$ cat src/rtl/game_pkg.sv
// Shared constants and enums for the two-player shooter motion logic.
package game_pkg;

    localparam int STEP_X   = 6;
    localparam int V        = 20;
    localparam int GRAV     = 5;
    localparam int MAX_J    = 80;
    localparam int LIMIT_X  = 480;
    localparam int INIT_X   = 120;
    localparam int COOLDOWN = 8;

    typedef enum logic [1:0] {
        POSE_STAND  = 2'd0,
        POSE_SQUAT  = 2'd1,
        POSE_SHIELD = 2'd2
    } pose_t;

    typedef enum logic [1:0] {
        GROUND = 2'd0,
        JUMP   = 2'd1,
        SQUAT  = 2'd2,
        SHIELD = 2'd3
    } motion_state_t;

endpackage

$ cat src/rtl/jump_integrator.sv
// Jump height / vertical velocity integrator; all signed arithmetic lives here.
// A launch adds V to the current height and reloads the velocity.
module jump_integrator #(
    parameter int V     = game_pkg::V,
    parameter int GRAV  = game_pkg::GRAV,
    parameter int MAX_J = game_pkg::MAX_J
) (
    input  logic       i_clk,
    input  logic       i_rst_n,
    input  logic       i_clear,
    input  logic       i_launch,
    input  logic       i_step,
    output logic [6:0] o_h,
    output logic       o_landed
);

    localparam logic signed [8:0] V_S    = 9'(V);
    localparam logic signed [8:0] GRAV_S = 9'(GRAV);
    localparam logic signed [8:0] MAX_S  = 9'(MAX_J);

    logic [6:0]        h_q, h_d;
    logic signed [8:0] vel_q, vel_d;
    logic signed [8:0] h_sum;

    // The launching tick already applies the first rise, so velocity leaves
    // the launch already reduced by one gravity step.
    always_comb begin
        // NOTE: every output of this block gets a default first so no latch is inferred.
        h_sum    = $signed({2'b00, h_q}) + (i_launch ? V_S : vel_q);
        h_d      = h_q;
        vel_d    = vel_q;
        o_landed = 1'b0;
        if (i_launch) begin
            vel_d = V_S - GRAV_S;
            h_d   = (h_sum > MAX_S) ? 7'(MAX_J) : 7'(h_sum);
        end else if (i_step) begin
            vel_d = vel_q - GRAV_S;
            if (h_sum <= 9'sd0) begin
                h_d      = '0;
                vel_d    = '0;
                o_landed = 1'b1;
            end else if (h_sum > MAX_S) begin
                h_d = 7'(MAX_J);
            end else begin
                h_d = 7'(h_sum);
            end
        end
    end

    always_ff @(posedge i_clk or negedge i_rst_n) begin
        // NOTE: sequential state uses non-blocking assignments only.
        if (!i_rst_n) begin
            h_q   <= '0;
            vel_q <= '0;
        end else if (i_clear) begin
            h_q   <= '0;
            vel_q <= '0;
        end else begin
            h_q   <= h_d;
            vel_q <= vel_d;
        end
    end

    assign o_h = h_q;

endmodule

$ cat src/rtl/player_motion_ctrl.sv
// Per-player motion/action sequencer advancing once per frame tick.
// Optional build macro PLAYER_DOUBLE_JUMP_EN enables one extra mid-air jump.
module player_motion_ctrl #(
    parameter int STEP_X   = game_pkg::STEP_X,
    parameter int V        = game_pkg::V,
    parameter int GRAV     = game_pkg::GRAV,
    parameter int MAX_J    = game_pkg::MAX_J,
    parameter int X_MIN    = 0,
    parameter int X_MAX    = game_pkg::LIMIT_X,
    parameter int INIT_X   = game_pkg::INIT_X,
    parameter int COOLDOWN = game_pkg::COOLDOWN
) (
    input  logic        i_clk,
    input  logic        i_rst_n,
    input  logic        i_frame_tick,
    input  logic        i_active,
    input  logic        i_left,
    input  logic        i_right,
    input  logic        i_jump,
    input  logic        i_squat,
    input  logic        i_shield,
    input  logic        i_fire,
    output logic [11:0] o_x,
    output logic [6:0]  o_h,
    output logic [1:0]  o_pose,
    output logic        o_airborne,
    output logic        o_fire
);

    localparam int          CW       = $clog2(COOLDOWN + 1);
    localparam logic [12:0] LEFT_LIM = 13'(X_MIN + STEP_X);

    game_pkg::motion_state_t state_q, state_d;
    logic [11:0]   x_q, x_d;
    logic [CW-1:0] cool_q, cool_d, cool_eff;
    logic          fire_d, fire_q;
    logic          in_jump, step, launch, boost, landed, mobile;

    assign in_jump = (state_q == game_pkg::JUMP);
    assign step    = i_frame_tick && in_jump;
    assign launch  = (i_frame_tick && !in_jump && i_jump) || boost;

`ifdef PLAYER_DOUBLE_JUMP_EN
    logic jump_prev_q, air_used_q;

    assign boost = step && i_jump && !jump_prev_q && !air_used_q;

    always_ff @(posedge i_clk or negedge i_rst_n) begin
        if (!i_rst_n) begin
            jump_prev_q <= 1'b0;
            air_used_q  <= 1'b0;
        end else if (!i_active) begin
            jump_prev_q <= 1'b0;
            air_used_q  <= 1'b0;
        end else if (i_frame_tick) begin
            jump_prev_q <= i_jump;
            air_used_q  <= boost || (air_used_q && state_d == game_pkg::JUMP);
        end
    end
`else
    assign boost = 1'b0;
`endif

    jump_integrator #(
        .V     (V),
        .GRAV  (GRAV),
        .MAX_J (MAX_J)
    ) u_jump (
        .i_clk    (i_clk),
        .i_rst_n  (i_rst_n),
        .i_clear  (!i_active),
        .i_launch (launch),
        .i_step   (step),
        .o_h      (o_h),
        .o_landed (landed)
    );

    // Movement and firing are gated by the pose the player holds after the tick.
    assign mobile   = (state_d == game_pkg::GROUND) || (state_d == game_pkg::JUMP);
    assign cool_eff = (cool_q != '0) ? cool_q - 1'b1 : '0;

    always_comb begin
        state_d = state_q;
        x_d     = x_q;
        cool_d  = cool_q;
        fire_d  = 1'b0;
        if (i_frame_tick) begin
            if (in_jump) begin
                if (landed) state_d = game_pkg::GROUND;
            end else if (i_jump) begin
                state_d = game_pkg::JUMP;
            end else if (i_squat) begin
                state_d = game_pkg::SQUAT;
            end else if (i_shield) begin
                state_d = game_pkg::SHIELD;
            end else begin
                state_d = game_pkg::GROUND;
            end

            if (mobile && i_left && !i_right) begin
                x_d = ({1'b0, x_q} < LEFT_LIM) ? 12'(X_MIN) : x_q - 12'(STEP_X);
            end else if (mobile && i_right && !i_left) begin
                x_d = ({1'b0, x_q} + 13'(STEP_X) > 13'(X_MAX)) ? 12'(X_MAX)
                                                              : x_q + 12'(STEP_X);
            end

            fire_d = i_fire && mobile && (cool_eff == '0);
            cool_d = fire_d ? CW'(COOLDOWN) : cool_eff;
        end
    end

    always_ff @(posedge i_clk or negedge i_rst_n) begin
        if (!i_rst_n) begin
            state_q <= game_pkg::GROUND;
            x_q     <= 12'(INIT_X);
            cool_q  <= '0;
            fire_q  <= 1'b0;
        end else if (!i_active) begin
            state_q <= game_pkg::GROUND;
            x_q     <= 12'(INIT_X);
            cool_q  <= '0;
            fire_q  <= 1'b0;
        end else begin
            state_q <= state_d;
            x_q     <= x_d;
            cool_q  <= cool_d;
            fire_q  <= fire_d;
        end
    end

    always_comb begin
        case (state_q)
            game_pkg::SQUAT:  o_pose = game_pkg::POSE_SQUAT;
            game_pkg::SHIELD: o_pose = game_pkg::POSE_SHIELD;
            default:          o_pose = game_pkg::POSE_STAND;
        endcase
    end

    assign o_x        = x_q;
    assign o_airborne = in_jump;
    assign o_fire     = fire_q;

endmodule

$ cat config.mk
export PLATFORM = sky130hd
export DESIGN_NAME = player_motion_ctrl
export DESIGN_NICKNAME = d
export VERILOG_FILES = /design/src/rtl/game_pkg.sv /design/src/rtl/jump_integrator.sv /design/src/rtl/player_motion_ctrl.sv
export SDC_FILE = /design/constraint.sdc
export NUM_CORES = 1
export LEC_CHECK = 0
export BUFFER_PORTS_ARGS = -buffer_cell sky130_fd_sc_hd__buf_2
export CAP_MARGIN = 40
export CORE_AREA = 2 2 53 105
export CTS_CLUSTER_DIAMETER = 40
export DETAILED_ROUTE_END_ITERATION = 7
export DIE_AREA = 0 0 55 107
export PLACE_DENSITY_LB_ADDON = 0.25
export SLEW_MARGIN = 0
export SYNTH_ARGS = -nofsm -noshare
export SYNTH_HDL_FRONTEND = slang
export SYNTH_SLANG_ARGS = --single-unit
$ cat constraint.sdc
create_clock -name i_clk -period 9.4 [get_ports i_clk]
set_input_delay 0.47 -clock i_clk [delete_from_list [all_inputs] [get_ports i_clk]]
set_output_delay 0.47 -clock i_clk [all_outputs]
set_load 0.01 [all_outputs]
==> metrics.md, run 1 <==
| Metric | Value |
|---|---|
| Placed Cells incl. Taps | `~390` |
| Die area | `roughly 6000 sq um` |
| Via/cell ratio | `approximately 6.2` |
| Gr usage total | `0.248` |
| Core Area | `slightly above 5000 sq um` |
| Hpwl dp | `approximately 5100 um` |
| Final ANT Viol Nets | `0` |
| Post-cts repair resize count | `0` |
| Switching Share | `0.408` |
| Skew-Pair Late Insertion Delay | `about 0.29 ns` |
| Leak | `approximately 1.4 nW` |
| Congestion Overflow GR | `0` |
| Most frequent cells in the layout | `buf_2 (31), dfrtp_1 (30), o21ai_0 (26)` |
| Ant diodes | `0` |
| Starting DRT DRC Count | `70` |
| Detailed-route via count | `between 2000 and 2500` |
| Setup CP Type | `reg2reg` |
| Internal power | `about 340 uW` |
| Fin crit share | `0.440` |
| Drt pass-1 iters | `4` |
| Slew Viols, Final | `0` |
| Met1 WL | `2480 um` |
| Final std cells w/o fill | `394` |
| TNS Setup | `0 ns` |
| Largest net degree at the start of global routing | `35` |
| Synth Area per Inst | `around 8.4 sq um` |
| Routed met3 length | `between 200 and 250 um` |
| Status | `completed` |
| Root Buffer | `clkbuf_8` |
| Worst clock skew | `approximately 0.0043 ns` |
| # rows | `37` |
| Synthesized Nets | `~330` |
| Worst Hold Class | `in2async` |
| Setup bufs post-CTS | `0` |
| Buffers on Ports | `31` |
| Switching pwr | `~240 uW` |
| VDD IR max | `roughly 0.00013 V` |
| Flop pwr share | `0.335` |
| Worst slew margin | `0.482` |
| Top Ports | `33` |
| Comb power frac | `0.443` |
| EDFF count, synth | `0` |
| Max Clk Rate | `roughly 0.24 GHz` |
| Slew @ Worst Pin | `0.777 ns` |
| RSZ-0062 raised after global routing | `false` |
| First-pass GRT wire length | `10600 um` |
| Synth-to-layout area growth | `10.6%` |
| Routed met2 length | `between 3000 and 4000 um` |
| Main synth FF type | `dfrtp_1` |
| Initial core utilization | `0.514` |
| Post-Route WL | `6620 um` |
| Sink Count | `34` |
| CP Launch Type | `flop` |
| Commonest non-fill, non-tap cell in the layout | `buf_2` |
| Final Hold Slack | `0.243 ns` |
| Layout net count | `356` |
| Worst-path clk slew | `0.07 ns` |
| Gpl congestion | `about 0.9` |
| Synth Instances | `311` |
| Max cap viols | `0` |
| Antenna violations before repair | `0` |
| Worst r2r src | `state_q[1]` |
| Synth cell types | `64` |
| CTS tree | `done` |
| # setup viols final | `0` |
| Critical Path Start | `state_q[1]` |
| Synth Cell Area | `around 2600 sq um` |
| # fillers | `roughly 500` |
| Die H | `107 um` |
| Synth warnings | `0` |
| CP endpoint kind | `flop` |
| Sequential standard cell area | `about 860 sq um` |
| CP max FO | `11` |
| Highest metal used | `met4` |
| Worst Path Arrival | `approximately 4.3 ns` |
| Final min period | `4.13 ns` |
| Async set-reset flop share out of synthesis | `1.00` |
| Chip Width | `around 55 um` |
| Cts hold-fix bufs | `0` |
| Crit path required time | `~9.6 ns` |
| Synth Register Bits | `34` |
| Vias in the first global route | `~2300` |
| Seq/Total Area, Yosys | `0.327` |
| Clock Path Buffers | `2` |
| Clock share of power | `0.222` |
| Footprint of the multi-input gates | `about 1600 sq um` |
| TritonCTS Buffers | `5` |
| H-tree Lvls | `2` |
| P per Cell Area | `around 200 nW/um^2` |
| WL per Instance | `between 15 and 20 um` |
| Fraction of final layout cells sized beyond drive strength 1 | `0.185` |
| Fin. Hold Viols | `0` |
| DRC viols | `0` |
cell families after synthesis:
| family | after synthesis | synth area share |
|---|---|---|
| XOR/XNOR | 10 | 0.0334 |
| flip-flops | 34 | 0.327 |
| adder cells (fa/ha/maj) | 11 | 0.0554 |
| other | 1 | 0.00143 |
| multiplexers | 1 | 0.00430 |
| buffers and inverters | 35 | 0.0545 |
| AND/OR/NAND/NOR | 116 | 0.245 |
| AO/OA/AOI/OAI | 103 | 0.280 |
synth_stat cells (4+ instances only):
master / n / area, sq um
a21oi_1: 15 / 75.1
inv_1: 20 / 75.1
nand2b_1: 7 / 43.8
nor3b_1: 5 / 37.5
nand2_1: 25 / 93.8
xnor2_1: 8 / 70.1
a22o_2: 4 / 40.0
nor2_1: 23 / 86.3
nor3_1: 8 / 40.0
a21o_1: 5 / 37.5
and2_1: 10 / 62.6
dfrtp_1: 30 / 751
clkbuf_1: 13 / 48.8
and3_1: 5 / 31.3
or3_1: 4 / 25.0
a31oi_1: 11 / 68.8
nand3b_1: 5 / 37.5
dfstp_2: 4 / 105
a32o_1: 5 / 50.1
o21ai_0: 26 / 130
nor2b_1: 4 / 25.0
o21a_1: 5 / 37.5
ha_1: 10 / 125
state kept, by name, indices dropped and copies added, names as in the netlist:
register	count
o_x	11
u_jump.vel_q	9
u_jump.o_h	7
cool_q	4
state_q	2
o_fire	1
power groups by stage:
stage	Sequential [mW]	Combinational (mW)	Clock, mW
after CTS	0.194	0.254	0.132
after global routing	0.198	0.285	0.138
after global placement	0.195	0.250	0
after floorplan	0.190	0.195	0
final	0.194	0.257	0.129
after detailed placement	0.197	0.253	0
critical path, stage by stage (launching register included):
cell and delay, ns:
dfrtp_1 0.40, nand2b_1 0.21, nand3_1 0.32, nand2_1 0.12
inv_1 0.07, ha_1 0.18, inv_1 0.06, fa_1 0.40
nand2b_1 0.20, a211oi_1 0.35, nor4_1 0.09, a311oi_1 0.61
nand3_4 0.21, a21o_1 0.37, a221o_2 0.40
path summary, 6_finish.rpt:
path                            depth (start not counted)  slack [ns]         endpoint
max in group asynchronous                               1        8.65  u_jump.vel_q[6]
worst min-delay path                                    1        0.24        cool_q[1]
worst max-delay path                                   14        5.27  u_jump.vel_q[2]
worst min register to register                          2        0.52  u_jump.vel_q[8]
min in group i_clk                                      2        0.45           o_fire
worst max register to register                         14        5.27  u_jump.vel_q[2]
metrics by stage:
stage               power [mW]  cell area (sq um)  utilization  setup slack, ns
floorplan                0.386               2620            -             5.53
global placement         0.445               2790        0.547             5.37
detailed placement       0.450               2790        0.547             5.27
CTS                      0.580               2900        0.569             5.28
global route             0.620               2900        0.569             5.01
finish                   0.581               2900        0.569             5.27
area by class of cell:
cell class,count,area share
clock buffer,8,0.0380
tap,58,0.0251
multi-input combinational,242,0.559
inverter,20,0.0259
sequential,34,0.295
timing repair buffer,32,0.0562
metal layers:
metal,vias up,track usage
li1,1185,-
met1,1183,0.254
met5,-,0
met4,0,0.120
met2,60,0.447
met3,16,0.0460
Power figures use the tool's default switching activity.
==> inputs of run 2 (changes only) <==
==> constraint.sdc (replaced) <==
create_clock -name i_clk -period 4.13 [get_ports i_clk]
set_input_delay 0.2065 -clock i_clk [delete_from_list [all_inputs] [get_ports i_clk]]
set_output_delay 0.2065 -clock i_clk [all_outputs]
set_load 0.01 [all_outputs]
==> run 2 against run 1 <==
Net effect: the run now ends with negative hold slack left; fmax increased by 8.3%; setup slack got worse by 5.0 ns; critical path depth decreased by 1; register-to-register slack got worse by 5.0 ns; power increased by 120%; cell area decreased by 0.13%; highest routed layer unchanged.
==> metrics.md, run 2 (same netlist as run 1, synthesis figures left out) <==
| Metric | Value |
|---|---|
| CP delay by family, top | `simple AND/OR/NAND/NOR gates` |
| RSZ-0062 raised after global routing | `false` |
| Core Area | `5090 sq um (unchanged)` |
| Worst r2r src | `state_q[1]` |
| DP Area | `2800 sq um (+0.54%)` |
| Vias in the first global route | `2472 (+5.6%)` |
| Worst Path Arrival | `4.00 ns (-0.31 ns)` |
| Die H | `107 um (unchanged)` |
| Drt pass-1 iters | `4 (unchanged)` |
| Crit path required time | `4.31 ns (-5.26 ns)` |
| CP endpoint kind | `flop` |
| Cts hold-fix bufs | `0 (unchanged)` |
| Gpl congestion | `0.907 (+0.70%)` |
| Skew-Pair Late Insertion Delay | `0.29 ns (about the same)` |
| Final std cells w/o fill | `396 (+0.51%)` |
| CTS tree | `done` |
| Leak | `1.37 nW (about the same)` |
| Top Ports | `33 (unchanged)` |
| P per Cell Area | `446 nW/um^2 (+120%)` |
| CP Launch Type | `flop` |
| Status | `complete, but fails checks` |
| Fraction of final layout cells sized beyond drive strength 1 | `0.186 (+0.00187)` |
| First-pass GRT wire length | `10900 um (+2.3%)` |
| Slew @ Worst Pin | `0.776 ns (-0.00135 ns)` |
| Detailed-route via count | `2409 (-1.4%)` |
| Worst r2r dst | `u_jump.vel_q[2]` |
| # rows | `37 (unchanged)` |
| Post-Place Setup Slack | `0.318 ns (-4.95 ns)` |
| Worst clock skew | `0.00540 ns (+0.00106 ns)` |
| Post-cts repair resize count | `0 (unchanged)` |
| Sink Count | `34 (unchanged)` |
| Final setup margin | `0.315 ns (-4.95 ns)` |
| Worst-path clk slew | `0.07 ns (about the same)` |
| Fin. Hold Viols | `30 (+30)` |
| Post-Route WL | `6350 um (-4.1%)` |
| Final instance area | `2890 sq um (-0.13%)` |
| # setup viols final | `0 (unchanged)` |
| Buffers on Ports | `31 (unchanged)` |
| TritonCTS Buffers | `5 (unchanged)` |
| Most frequent cells in the layout | `buf_2 (31), dfrtp_1 (30), o21ai_0 (26)` |
| Ant diodes | `0 (unchanged)` |
| Congestion Overflow GR | `0 (unchanged)` |
| Antenna violations before repair | `0 (unchanged)` |
| Final Hold Slack | `-0.0132 ns (-0.256 ns)` |
| DRC viols | `0 (unchanged)` |
| Fin crit share | `0.924 (+0.484)` |
| Setup CP Type | `reg2reg` |
| Hpwl dp | `4970 um (-2.8%)` |
| Max Clk Rate | `0.262 GHz (+8.3%)` |
| Slew Viols, Final | `0 (unchanged)` |
| Placed Cells incl. Taps | `388 (+0.52%)` |
| Chip Width | `55 um (unchanged)` |
| Post-layout util | `0.568 (-0.000737)` |
| Slowest cell on crit path | `or4b_1` |
| # fillers | `487 (-2.8%)` |
| Starting DRT DRC Count | `43 (-39%)` |
| Largest net degree at the start of global routing | `35 (unchanged)` |
| Failing checks | `negative hold slack` |
| Die area | `5890 sq um (unchanged)` |
| Final min period | `3.82 ns (-0.316 ns)` |
| Crit path buffers/inverters | `2 (unchanged)` |
| Root Buffer | `clkbuf_8` |
| R2R cell count | `13 (-1)` |
| Clock Path Buffers | `2 (unchanged)` |
| Worst slew margin | `0.483 (+0.000898)` |
| WL per Instance | `16.0 um (-4.5%)` |
| Worst path cell trace | `nand2b_1, nand3_1, nand2_1, inv_1, ha_1, inv_1, fa_1, or2b_2, or4b_1, a211oi_4, nand3_4, a21o_1, a221o_2` |
| Via/cell ratio | `6.08 (-1.9%)` |
| Setup bufs post-CTS | `0 (unchanged)` |
| Register-to-register setup slack | `0.31 ns (-4.95 ns)` |
| Initial core utilization | `0.514 (unchanged)` |
| H-tree Lvls | `2 (unchanged)` |
| CP max FO | `11 (unchanged)` |
| Synth-to-layout area growth | `10.5%` |
| Pwr Total | `1.29 mW (+120%)` |
| Max cap viols | `0 (unchanged)` |
| Gr usage total | `0.251 (+0.00341)` |
| Layout net count | `358 (+0.56%)` |
| CP peak stage delay | `0.57 ns (-0.04 ns)` |
| VDD IR max | `0.000305 V (+140%)` |
| Worst Hold Class | `in2async` |
| Commonest non-fill, non-tap cell in the layout | `buf_2` |
| TNS Setup | `0 ns (unchanged)` |
| Max reg flops | `11 (unchanged)` |
| Final ANT Viol Nets | `0 (unchanged)` |
| Most used cell, CP | `inv_1` |
[run 2: cell types whose count changed in the layout (fill, tap and decap cells not counted), sizes merged]
| cell | delta |
|---|---|
| buf | +2 |
| clkbuf | -1 |
| clkinv | +1 |
[run 2: layer usage]
metal	wire, um	vias up	track usage
met5	0	-	0
met4	265	0	0.160
met3	196	22	0.0390
met2	3580	61	0.435
met1	2310	1136	0.262
li1	-	1190	-
[run 2: area by class of cell]
type                            count  area (sq um)  share of cell area
Multi-Input combinational cell    242          1620               0.560
Sequential cell                    34           856               0.296
Timing Repair Buffer               34           178              0.0614
Clock buffer                        7          86.3              0.0298
Inverter                           20          75.1              0.0260
Tap cell                           58          72.6              0.0251
Clock inverter                      1          5.00             0.00173
[run 2: worst reg2reg max path, cell delays in order, from the launching register on]
cell,delay (ns)
dfrtp_1,0.40
nand2b_1,0.21
nand3_1,0.13
nand2_1,0.07
inv_1,0.06
ha_1,0.17
inv_1,0.06
fa_1,0.50
or2b_2,0.30
or4b_1,0.57
a211oi_4,0.30
nand3_4,0.17
a21o_1,0.35
a221o_2,0.40
[run 2: worst max path at each step]
stage | from | endpoint | slack (ns) | cells after the start
3_3_place_gp | state_q[1] | u_jump.vel_q[2] | 0.40 | 13
5_1_grt | state_q[1] | u_jump.vel_q[2] | 0.07 | 13
4_1_cts | state_q[1] | u_jump.vel_q[2] | 0.31 | 13
2_1_floorplan | state_q[1] | u_jump.vel_q[3] | 0.34 | 15
6_report | state_q[1] | u_jump.vel_q[2] | 0.31 | 13
3_5_place_dp | state_q[1] | u_jump.vel_q[2] | 0.32 | 13
[run 2: where the power goes]
part	switching (mW)	internal (mW)	total (mW)
clock	0.123	0.134	0.257
combinational	0.344	0.246	0.590
sequential	0.0621	0.380	0.442
